`src/rtl/mips_run_controller_if.sv`:
```
// mips_run_controller_if
//   Groups the run-controller signals shared between the controller and the
//   environment that drives it.
//   master : drives start/pc_in, observes the run status outputs
//   slave  : the controller itself (samples start/pc_in, drives status)
//   Signals:
//     start        level request to begin a run
//     pc_in        current PC of the MIPS core
//     core_reset   reset driven to the core
//     running      high while the core is running
//     done         sticky halt flag
//     timeout      sticky timeout flag
//     final_pc     PC captured when the run terminated
//     cycle_count  RUN edges of the current run
interface mips_run_controller_if #(
  parameter int PC_W = 32
);
  logic            start;
  logic [PC_W-1:0] pc_in;
  logic            core_reset;
  logic            running;
  logic            done;
  logic            timeout;
  logic [PC_W-1:0] final_pc;
  logic [15:0]     cycle_count;

  modport master (
    output start, pc_in,
    input  core_reset, running, done, timeout, final_pc, cycle_count
  );

  modport slave (
    input  start, pc_in,
    output core_reset, running, done, timeout, final_pc, cycle_count
  );
endinterface

```
`src/rtl/mips_run_controller.sv`:
```
// mips_run_controller
//   Sequences the MIPS core reset, counts RUN cycles, detects a halt (PC
//   unchanged for STALL_LIMIT consecutive edges) or a timeout (MAX_CYCLES RUN
//   edges), captures the final PC and parks the core in reset afterwards.
//   Ports:
//     clk    in  system clock, rising edge
//     reset  in  asynchronous active-high reset, returns to IDLE
//     bus    slave side of mips_run_controller_if (start, pc_in in;
//            core_reset, running, done, timeout, final_pc, cycle_count out)
//   All outputs are registered.
module mips_run_controller #(
  parameter int PC_W        = 32,
  parameter int RST_CYCLES  = 2,
  parameter int MAX_CYCLES  = 500,
  parameter int STALL_LIMIT = 4
) (
  input  logic                 clk,
  input  logic                 reset,
  mips_run_controller_if.slave bus
);

  localparam int HOLD_W = (RST_CYCLES > 1) ? $clog2(RST_CYCLES) : 1;
  localparam int STAB_W = $clog2(STALL_LIMIT + 1);

  typedef enum logic [2:0] {
    S_IDLE    = 3'd0,
    S_HOLD    = 3'd1,
    S_RUN     = 3'd2,
    S_DONE    = 3'd3,
    S_TIMEOUT = 3'd4
  } state_t;

  state_t            state_reg, state_next;
  logic [HOLD_W-1:0] hold_cnt_reg, hold_cnt_next;
  logic [STAB_W-1:0] stable_cnt_reg, stable_cnt_next;
  logic [PC_W-1:0]   prev_pc_reg, prev_pc_next;
  logic              first_reg, first_next;
  logic              core_reset_reg, core_reset_next;
  logic              running_reg, running_next;
  logic              done_reg, done_next;
  logic              timeout_reg, timeout_next;
  logic [PC_W-1:0]   final_pc_reg, final_pc_next;
  logic [15:0]       cycle_count_reg, cycle_count_next;

  logic [15:0]       cc_inc;
  logic [STAB_W-1:0] stable_calc;

  always_ff @(posedge clk or posedge reset) begin
    if (reset) begin
      state_reg       <= S_IDLE;
      hold_cnt_reg    <= '0;
      stable_cnt_reg  <= '0;
      prev_pc_reg     <= '0;
      first_reg       <= 1'b0;
      core_reset_reg  <= 1'b1;
      running_reg     <= 1'b0;
      done_reg        <= 1'b0;
      timeout_reg     <= 1'b0;
      final_pc_reg    <= '0;
      cycle_count_reg <= '0;
    end else begin
      state_reg       <= state_next;
      hold_cnt_reg    <= hold_cnt_next;
      stable_cnt_reg  <= stable_cnt_next;
      prev_pc_reg     <= prev_pc_next;
      first_reg       <= first_next;
      core_reset_reg  <= core_reset_next;
      running_reg     <= running_next;
      done_reg        <= done_next;
      timeout_reg     <= timeout_next;
      final_pc_reg    <= final_pc_next;
      cycle_count_reg <= cycle_count_next;
    end
  end

  always_comb begin
    state_next       = state_reg;
    hold_cnt_next    = hold_cnt_reg;
    stable_cnt_next  = stable_cnt_reg;
    prev_pc_next     = prev_pc_reg;
    first_next       = first_reg;
    core_reset_next  = core_reset_reg;
    running_next     = running_reg;
    done_next        = done_reg;
    timeout_next     = timeout_reg;
    final_pc_next    = final_pc_reg;
    cycle_count_next = cycle_count_reg;
    cc_inc           = cycle_count_reg + 16'd1;
    stable_calc      = '0;

    case (state_reg)
      S_IDLE, S_DONE, S_TIMEOUT: begin
        core_reset_next = 1'b1;
        running_next    = 1'b0;
        if (bus.start) begin
          state_next       = S_HOLD;
          hold_cnt_next    = HOLD_W'(RST_CYCLES - 1);
          cycle_count_next = '0;
          done_next        = 1'b0;
          timeout_next     = 1'b0;
        end
      end

      S_HOLD: begin
        core_reset_next = 1'b1;
        if (hold_cnt_reg == '0) begin
          // Releasing the core: clear the halt detector so the first RUN
          // edge has no previous PC to compare against.
          state_next      = S_RUN;
          core_reset_next = 1'b0;
          running_next    = 1'b1;
          stable_cnt_next = '0;
          prev_pc_next    = '0;
          first_next      = 1'b1;
        end else begin
          hold_cnt_next = hold_cnt_reg - 1'b1;
        end
      end

      S_RUN: begin
        cycle_count_next = cc_inc;
        prev_pc_next     = bus.pc_in;
        first_next       = 1'b0;
        if (!first_reg && (bus.pc_in == prev_pc_reg))
          stable_calc = stable_cnt_reg + 1'b1;
        stable_cnt_next = stable_calc;
        // Halt is checked first so it wins when both land on the same edge.
        if (stable_calc == STAB_W'(STALL_LIMIT)) begin
          state_next      = S_DONE;
          done_next       = 1'b1;
          final_pc_next   = bus.pc_in;
          core_reset_next = 1'b1;
          running_next    = 1'b0;
        end else if (cc_inc == 16'(MAX_CYCLES)) begin
          state_next      = S_TIMEOUT;
          timeout_next    = 1'b1;
          final_pc_next   = bus.pc_in;
          core_reset_next = 1'b1;
          running_next    = 1'b0;
        end
      end

      default: begin
        state_next      = S_IDLE;
        core_reset_next = 1'b1;
        running_next    = 1'b0;
      end
    endcase
  end

  assign bus.core_reset  = core_reset_reg;
  assign bus.running     = running_reg;
  assign bus.done        = done_reg;
  assign bus.timeout     = timeout_reg;
  assign bus.final_pc    = final_pc_reg;
  assign bus.cycle_count = cycle_count_reg;

endmodule

```
`src/flat_wrapper.sv`:
```
// flat-port wrapper written by rule: the top's interface ports become plain ports
module mips_run_controller_flat 
#(
  parameter int PC_W        = 32,
  parameter int RST_CYCLES  = 2,
  parameter int MAX_CYCLES  = 500,
  parameter int STALL_LIMIT = 4
)
  (clk, reset, bus_start, bus_pc_in, bus_core_reset, bus_running, bus_done, bus_timeout, bus_final_pc, bus_cycle_count);
  mips_run_controller_if #(.PC_W(PC_W)) bus_i ();
  input  logic clk;
  input  logic reset;
  input wire logic [$bits(bus_i.start)-1:0] bus_start;
  input wire logic [$bits(bus_i.pc_in)-1:0] bus_pc_in;
  output wire logic [$bits(bus_i.core_reset)-1:0] bus_core_reset;
  output wire logic [$bits(bus_i.running)-1:0] bus_running;
  output wire logic [$bits(bus_i.done)-1:0] bus_done;
  output wire logic [$bits(bus_i.timeout)-1:0] bus_timeout;
  output wire logic [$bits(bus_i.final_pc)-1:0] bus_final_pc;
  output wire logic [$bits(bus_i.cycle_count)-1:0] bus_cycle_count;
  assign bus_i.start = bus_start;
  assign bus_i.pc_in = bus_pc_in;
  assign bus_core_reset = bus_i.core_reset;
  assign bus_running = bus_i.running;
  assign bus_done = bus_i.done;
  assign bus_timeout = bus_i.timeout;
  assign bus_final_pc = bus_i.final_pc;
  assign bus_cycle_count = bus_i.cycle_count;
  mips_run_controller #(.PC_W(PC_W), .RST_CYCLES(RST_CYCLES), .MAX_CYCLES(MAX_CYCLES), .STALL_LIMIT(STALL_LIMIT)) u_core (.clk(clk), .reset(reset), .bus(bus_i));
endmodule
```
`config.mk`:
```
export PLATFORM = sky130hd
export DESIGN_NAME = mips_run_controller_flat
export DESIGN_NICKNAME = d
export VERILOG_FILES = /design/src/rtl/mips_run_controller_if.sv /design/src/rtl/mips_run_controller.sv /design/src/flat_wrapper.sv
export SDC_FILE = /design/constraint.sdc
export NUM_CORES = 1
export LEC_CHECK = 0
export BUFFER_PORTS_ARGS = -buffer_cell sky130_fd_sc_hd__buf_2
export CORE_UTILIZATION = 32
export CTS_CLUSTER_DIAMETER = 200
export DETAILED_ROUTE_END_ITERATION = 16
export HOLD_SLACK_MARGIN = 0.06
export PLACE_DENSITY = 0.5
export SLEW_MARGIN = 20
export SYNTH_ARGS = -nofsm -noshare
export SYNTH_HDL_FRONTEND = slang
export SYNTH_SLANG_ARGS = --single-unit
```
`constraint.sdc`:
```
create_clock -name clk -period 4.95 [get_ports clk]
set_input_delay 0.2475 -clock clk [delete_from_list [all_inputs] [get_ports clk]]
set_output_delay 0.2475 -clock clk [all_outputs]
set_load 0.02 [all_outputs]
```
==> impl_metrics.py, run 1 <==
metrics = {
    "outcome": {
        "run_status": "finished clean",
    },
    "setup_path": {
        "crit_start": "u_core.bus.cycle_count[1]$_DFFE_PP0P_",
        "worst_ep_arrival_time_ps": 3270,
        "cp_max_fo": 32,
        "criticalPathCategory": "reg -> reg",
        "worstReg2RegEnd": "u_core.bus.final_pc[21]$_DFFE_PP0P_",
        "reg2reg_slack_ps": 1910,
        "required_ps": 5180,
        "cp-endpoint": "u_core.bus.final_pc[21]$_DFFE_PP0P_",
        "end_kind": "register",
        "critPathLaunchType": "register",
        "r2r_cells": 7,
        "worst_r2r_startpoint": "u_core.bus.cycle_count[1]$_DFFE_PP0P_",
    },
    "routing": {
        "ant_nets": 0,
        "drc": 0,
        "wirelength_um": 10890,
        "routedWlPerCell_um": 16.28,
        "drt_iter0_drc": 179,
        "first_pass_iters": 4,
        "num_vias": 3439,
        "viasPerCell": 5.141,
    },
    "yosys": {
        "syn-cell-area_sq_um": 4634,
        "synthArstFlopShare_pct": 100.0,
        "ys_ff_latch": 92,
        "avgSynthCellArea_sq_um": 11.36,
        "yosysWarningCount": 0,
        "synth_cells": 408,
        "ys_types": 54,
        "synth_ff_type": "dfrtp_1",
        "synth_nets": 446,
        "synth_edf_count": 0,
        "ys_seq_area_share_pct": 49.70,
    },
    "clocking": {
        "cts_resized": 0,
        "clk_latency_ps": 350,
        "cts_tree": "yes",
        "clk_pin_slew_ps": 70,
        "clock-root-buffer": "clkbuf_16",
        "h-tree-depth": 3,
        "cts_buffers": 9,
        "cts.sinks": 92,
        "clk_path_buf_depth": 2,
    },
    "sta": {
        "rsz0062_at_grt": "false",
        "fin_crit_ps": 3040,
        "worstMarginPinSlew_ps": 785.5,
        "hold_violations": 0,
        "relSlewSlack_pct": 47.64,
        "clock_skew_ps": 13.07,
        "tns_ps": 0,
        "fmax_mhz": 328.9,
        "drv_slew": 0,
        "timing.final.crit_share_pct": 61.42,
        "finalSetupViolations": 0,
    },
    "global_route": {
        "grt_max_degree": 64,
        "track_usage_pct": 15.95,
        "grt_pass1_vias": 3368,
        "antenna_found_initial": 0,
        "grt_pass1_wl_um": 18000,
        "grt_overflow_total": 0,
    },
    "pwr": {
        "p_int_w": 0.001631,
        "power_switching_w": 0.0008538,
        "combPwrFrac_pct": 28.3,
        "vdd_drop_max_mv": 0.2108,
        "clkPwrFrac_pct": 30.3,
        "swShare_pct": 34.36,
        "pwr-share-seq_pct": 41.5,
        "powerDensity_nw_per_um2": 449.7,
        "leakage_nw": 2.667,
        "finalPower_w": 0.002485,
    },
    "cells_and_area": {
        "final_area_sq_um": 5525,
        "final_cells": 669,
        "area_delta_synth_final_pct": 19.22,
        "layout_commonest_cell": "dfrtp_1",
        "mostFrequentLayoutCells": "dfrtp_1, buf_2, o21ai_0, nand2_1, a22o_1",
        "drive_above_1_share_pct": 30.27,
        "antenna_cells": 0,
        "layout.nets": 522,
        "final_core_util_pct": 39.50,
    },
    "floorplan": {
        "die_w_um": 122.3,
        "coreArea_sq_um": 13990,
        "io_pins": 87,
        "rows": 43,
        "dieArea_sq_um": 14970,
        "die_y_um": 122.3,
        "initial_core_util_pct": 33.13,
    },
    "place": {
        "gp_congestion": 0.7853,
        "hpwl_um": 7372,
        "portBuffers": 86,
        "place_area_sq_um": 5185,
        "place_inst": 652,
    },
    "min_path": {
        "hp-class": "in -> reg",
    },
    "job": {
        "drv_cap": 0,
    },
}
==> final cells by class <==
type                            instances  area [sq um]
Tap cell                              180         225.2
Multi-Input combinational cell        283          2173
Timing Repair Buffer                   90         462.9
Clock inverter                          6         98.84
Clock buffer                           10         229.0
Inverter                                8         32.53
Sequential cell                        92          2303
Fill cell                            1407          8463
==> worst min-delay path by stage <==
stage | to | start | slack [ps] | depth (start not counted)
after floorplan | u_core.state_reg[0]$_DFFE_PP0P_ | bus_start | 380 | 2
after global placement | u_core.bus.cycle_count[11]$_DFFE_PP0P_ | reset | 280 | 2
after detailed placement | u_core.bus.cycle_count[11]$_DFFE_PP0P_ | reset | 290 | 2
after CTS | u_core.bus.final_pc[16]$_DFFE_PP0P_ | bus_pc_in[16] | 150 | 2
after global routing | u_core.bus.final_pc[26]$_DFFE_PP0P_ | bus_pc_in[26] | 160 | 2
final | u_core.bus.final_pc[16]$_DFFE_PP0P_ | bus_pc_in[16] | 160 | 2
==> Yosys cell counts (2+ instances only) <==
cell | count | share of area, %
o31ai_1 | 2 | 0.32
nand3b_1 | 2 | 0.32
nor4_4 | 3 | 1.4
inv_1 | 8 | 0.65
o211ai_1 | 3 | 0.49
nor3_1 | 7 | 0.76
xor2_1 | 23 | 4.3
nand3_1 | 5 | 0.54
clkbuf_1 | 17 | 1.4
ha_1 | 3 | 0.81
nor4_1 | 6 | 0.81
nand4b_1 | 2 | 0.38
o2111a_1 | 2 | 0.49
mux2_4 | 30 | 9.7
nor2_1 | 19 | 1.5
mux2_1 | 2 | 0.49
or3_1 | 2 | 0.27
nor2b_1 | 9 | 1.2
nand4_1 | 11 | 1.5
o21ai_0 | 34 | 3.7
buf_2 | 2 | 0.22
buf_8 | 3 | 0.97
nand2b_1 | 7 | 0.94
a22o_1 | 31 | 5.9
a21oi_1 | 8 | 0.86
dfrtp_1 | 91 | 49
or4_1 | 2 | 0.32
a2111oi_0 | 2 | 0.38
nand2_1 | 33 | 2.7
xnor2_1 | 6 | 1.1
buf_4 | 2 | 0.32
nand3_2 | 2 | 0.43
a31oi_1 | 5 | 0.67
a32o_1 | 2 | 0.43
a21o_1 | 2 | 0.32
mux2i_1 | 2 | 0.43
==> worst max-delay path, stage by stage (launching register included) <==
cell	delay (ps)
dfrtp_1	510
ha_1	440
nand4_2	190
nor4_1	370
xnor2_1	220
and4_4	260
a32o_4	520
mux2_1	370
==> what timing repair did <==
item | 4_1_cts | 5_1_grt
hold endpoints to repair | 28 | 0
hold buffers | 1 | 0
setup buffers | 0 | 0
==> kinds of logic (layout without fill, tap and decap cells) <==
kind of cell | count (synthesis) | in the layout | synth area share [%]
and+or+nand+nor | 118 | 118 | 14.55
DFF | 92 | 92 | 49.70
buffers and inverters | 33 | 114 | 3.617
adders and majority gates | 3 | 3 | 0.8100
xor gates and xnor gates | 29 | 29 | 5.480
AOI/OAI and AO/OA | 99 | 99 | 15.20
muxes | 34 | 34 | 10.64
==> metal layers <==
metal  track usage (%)  share of wire, %
met4             5.412               1.3
met2             24.51                46
met1             21.61                47
met3             4.275               4.8
met5                 0                 0
==> through the flow <==
| stage | hold slack [ps] | worst slack, ps |
|---|---|---|
| final | 157.0 | 1910 |
| after global routing | 156.8 | 1644 |
| after CTS | 145.2 | 1879 |
| after detailed placement | 289.8 | 1898 |
| after global placement | 284.5 | 2011 |
| after floorplan | 378.1 | 2312 |
==> power groups by stage <==
stage          registers (W)  logic (W)  clock network [W]
6_report             0.00103   0.000703           0.000752
5_1_grt              0.00105   0.000796           0.000812
4_1_cts              0.00103   0.000713           0.000778
3_5_place_dp         0.00104   0.000710                  0
3_3_place_gp         0.00104   0.000694                  0
2_1_floorplan        0.00101   0.000533                  0
Power figures use the tool's default switching activity.
==> run 2, diff against run 1 <==
--- a/config.mk
+++ b/config.mk
@@ -10,7 +10,7 @@
 export CTS_CLUSTER_DIAMETER = 200
 export DETAILED_ROUTE_END_ITERATION = 16
 export HOLD_SLACK_MARGIN = 0.06
-export PLACE_DENSITY = 0.5
+export PLACE_DENSITY = 0.52
 export SLEW_MARGIN = 20
 export SYNTH_ARGS = -nofsm -noshare
 export SYNTH_HDL_FRONTEND = slang
==> constraint.sdc (replaced) <==
create_clock -name clk -period 2.7 [get_ports clk]
set_input_delay 0.135 -clock clk [delete_from_list [all_inputs] [get_ports clk]]
set_output_delay 0.135 -clock clk [all_outputs]
set_load 0.02 [all_outputs]
==> impl_metrics.py, run 2 (synthesized netlist as in run 1, its figures left out) <==
metrics = {
    "clocking": {
        "cts_tree": "yes",
        "h-tree-depth": 3,
        "clk_path_buf_depth": 2,
        "cts.sinks": 92,
        "clock-root-buffer": "clkbuf_16",
        "cts_buffers": 9,
        "clk_latency_ps": 350,
        "clk_pin_slew_ps": 60,
    },
    "routing": {
        "ant_nets": 0,
        "viasPerCell": 5.075,
        "num_vias": 3512,
        "routedWlPerCell_um": 15.92,
        "drt_iter0_drc": 225,
        "first_pass_iters": 4,
        "wirelength_um": 11020,
        "drc": 0,
    },
    "pwr": {
        "combPwrFrac_pct": 31.5,
        "clkPwrFrac_pct": 27.0,
        "vdd_drop_max_mv": 0.3409,
        "p_int_w": 0.002928,
        "leakage_nw": 2.774,
        "pwr-share-seq_pct": 41.5,
        "swShare_pct": 34.87,
        "power_switching_w": 0.001568,
        "powerDensity_nw_per_um2": 784.0,
    },
    "setup_path": {
        "cp_max_fo": 24,
        "required_ps": 2930,
        "cp_slowest_stage_delay_ps": 540,
        "cpLargestDelayFamily": "simple AND/OR/NAND/NOR gates",
        "crit_path_top_delay_cell": "dlygate4sd3_1",
        "critPathLaunchType": "primary input",
        "end_kind": "register",
        "path_buf_inv": 3,
        "criticalPathCategory": "in -> reg",
        "crit_chain": "dlygate4sd3_1, buf_2, xor2_1, nor4_2, nand3_1, nor4_4, a32o_4, buf_12, mux2_1",
        "reg2reg_slack_ps": 200,
        "worst_ep_arrival_time_ps": 2750,
    },
    "cells_and_area": {
        "seq_area_sq_um": 2305,
        "layout_commonest_cell": "dfrtp_1",
        "drive_above_1_share_pct": 31.45,
        "fillCellCount": 1380,
        "layout.nets": 546,
        "multi_input_area_sq_um": 2178,
        "area_delta_synth_final_pct": 23.73,
        "mostFrequentLayoutCells": "dfrtp_1, buf_2, o21ai_0, nand2_1, a22o_1",
        "antenna_cells": 0,
    },
    "global_route": {
        "grt_pass1_wl_um": 18460,
        "antenna_found_initial": 0,
        "grt_max_degree": 93,
        "track_usage_pct": 16.09,
        "grt_pass1_vias": 3512,
        "grt_overflow_total": 0,
    },
    "sta": {
        "fin_crit_ps": 2524,
        "drv_slew": 0,
        "hold_violations": 0,
        "timing.final.crit_share_pct": 93.47,
        "finalSetupViolations": 0,
        "fmax_mhz": 396.2,
        "fin_ws_ps": 176.3,
        "relSlewSlack_pct": 51.94,
        "clock_skew_ps": 7.250,
        "tns_ps": 0,
        "worstMarginPinSlew_ps": 720.9,
        "rsz0062_at_grt": "false",
    },
    "floorplan": {
        "dieArea_sq_um": 14970,
        "rows": 43,
        "initial_core_util_pct": 33.13,
        "coreArea_sq_um": 13990,
        "die_y_um": 122.3,
        "die_w_um": 122.3,
        "io_pins": 87,
    },
    "outcome": {
        "run_status": "finished clean",
    },
    "job": {
        "drv_cap": 0,
    },
    "place": {
        "hpwl_um": 7615,
        "dp_slack_ps": 108.1,
        "portBuffers": 86,
        "gp_congestion": 0.8672,
    },
    "min_path": {
        "hp-class": "in -> reg",
    },
}
[run 2: cell count changes in the layout (fill, tap and decap cells not counted), sizes merged]
| cell | before | now |
|---|---|---|
| bufinv | 2 | 0 |
| clkbuf | 10 | 11 |
| dlygate4sd3 | 1 | 13 |
| buf | 89 | 101 |
[run 2: area by class of cell]
class	count	share of cell area [%]
clock inverters	4	0.5455
multi-input cells	283	37.99
inverters	8	0.5455
clock buffers	11	4.408
repair buffers	114	12.39
flip-flops and latches	92	40.19
well taps	180	3.928
[run 2: repair_timing]
action	in CTS	in global routing
endpoints found under the hold margin	112	0
resized for setup	0	3
hold buffers	13	0
endpoints found under the setup margin	0	32
setup buffers	0	0
[run 2: stage by stage]
step | hold slack [ps] | instance area, sq um | utilization (%) | power [W] | instances
6_report | 69.87 | 5734 | 40.99 | 0.004496 | 692
5_1_grt | 65.59 | 5734 | 40.99 | 0.004814 | 692
3_3_place_gp | 289.5 | 5311 | 37.97 | 0.003256 | 664
4_1_cts | 61.28 | 5725 | 40.93 | 0.004558 | 692
3_5_place_dp | 298.2 | 5311 | 37.97 | 0.003294 | 664
2_1_floorplan | 265.6 | 4634 | - | 0.002837 | 408
[run 2: worst paths after layout]
check                                                   endpoint  cells past startpoint                                   from
max                          u_core.bus.final_pc[31]$_DFFE_PP0P_                      9                          bus_pc_in[15]
min                           u_core.bus.final_pc[7]$_DFFE_PP0P_                      2                           bus_pc_in[7]
max reg2reg                  u_core.bus.final_pc[31]$_DFFE_PP0P_                      7  u_core.bus.cycle_count[5]$_DFFE_PP0P_
min reg2reg                       u_core.bus.timeout$_DFFE_PP0P_                      2         u_core.bus.timeout$_DFFE_PP0P_
max in group asynchronous  u_core.bus.cycle_count[1]$_DFFE_PP0P_                      4                                  reset
min in group asynchronous    u_core.bus.final_pc[10]$_DFFE_PP0P_                      4                                  reset
[run 2: power by group through the flow]
stage               registers [W]  clock network (W)  logic [W]
floorplan                 0.00186                  0   0.000977
global placement          0.00188                  0    0.00138
detailed placement        0.00189                  0    0.00141
CTS                       0.00186            0.00126    0.00144
global route              0.00191            0.00132    0.00159
finish                    0.00187            0.00121    0.00142
[run 2: routing by layer]
| layer | wire length [um] | global-route usage (%) | vias to the layer above |
|---|---|---|---|
| met2 | 5148 | 26.09 | 95 |
| met3 | 603 | 4.229 | 12 |
| li1 | - | - | 1687 |
| met4 | 102 | 3.582 | 0 |
| met5 | 0 | 0 | - |
| met1 | 5162 | 21.42 | 1718 |
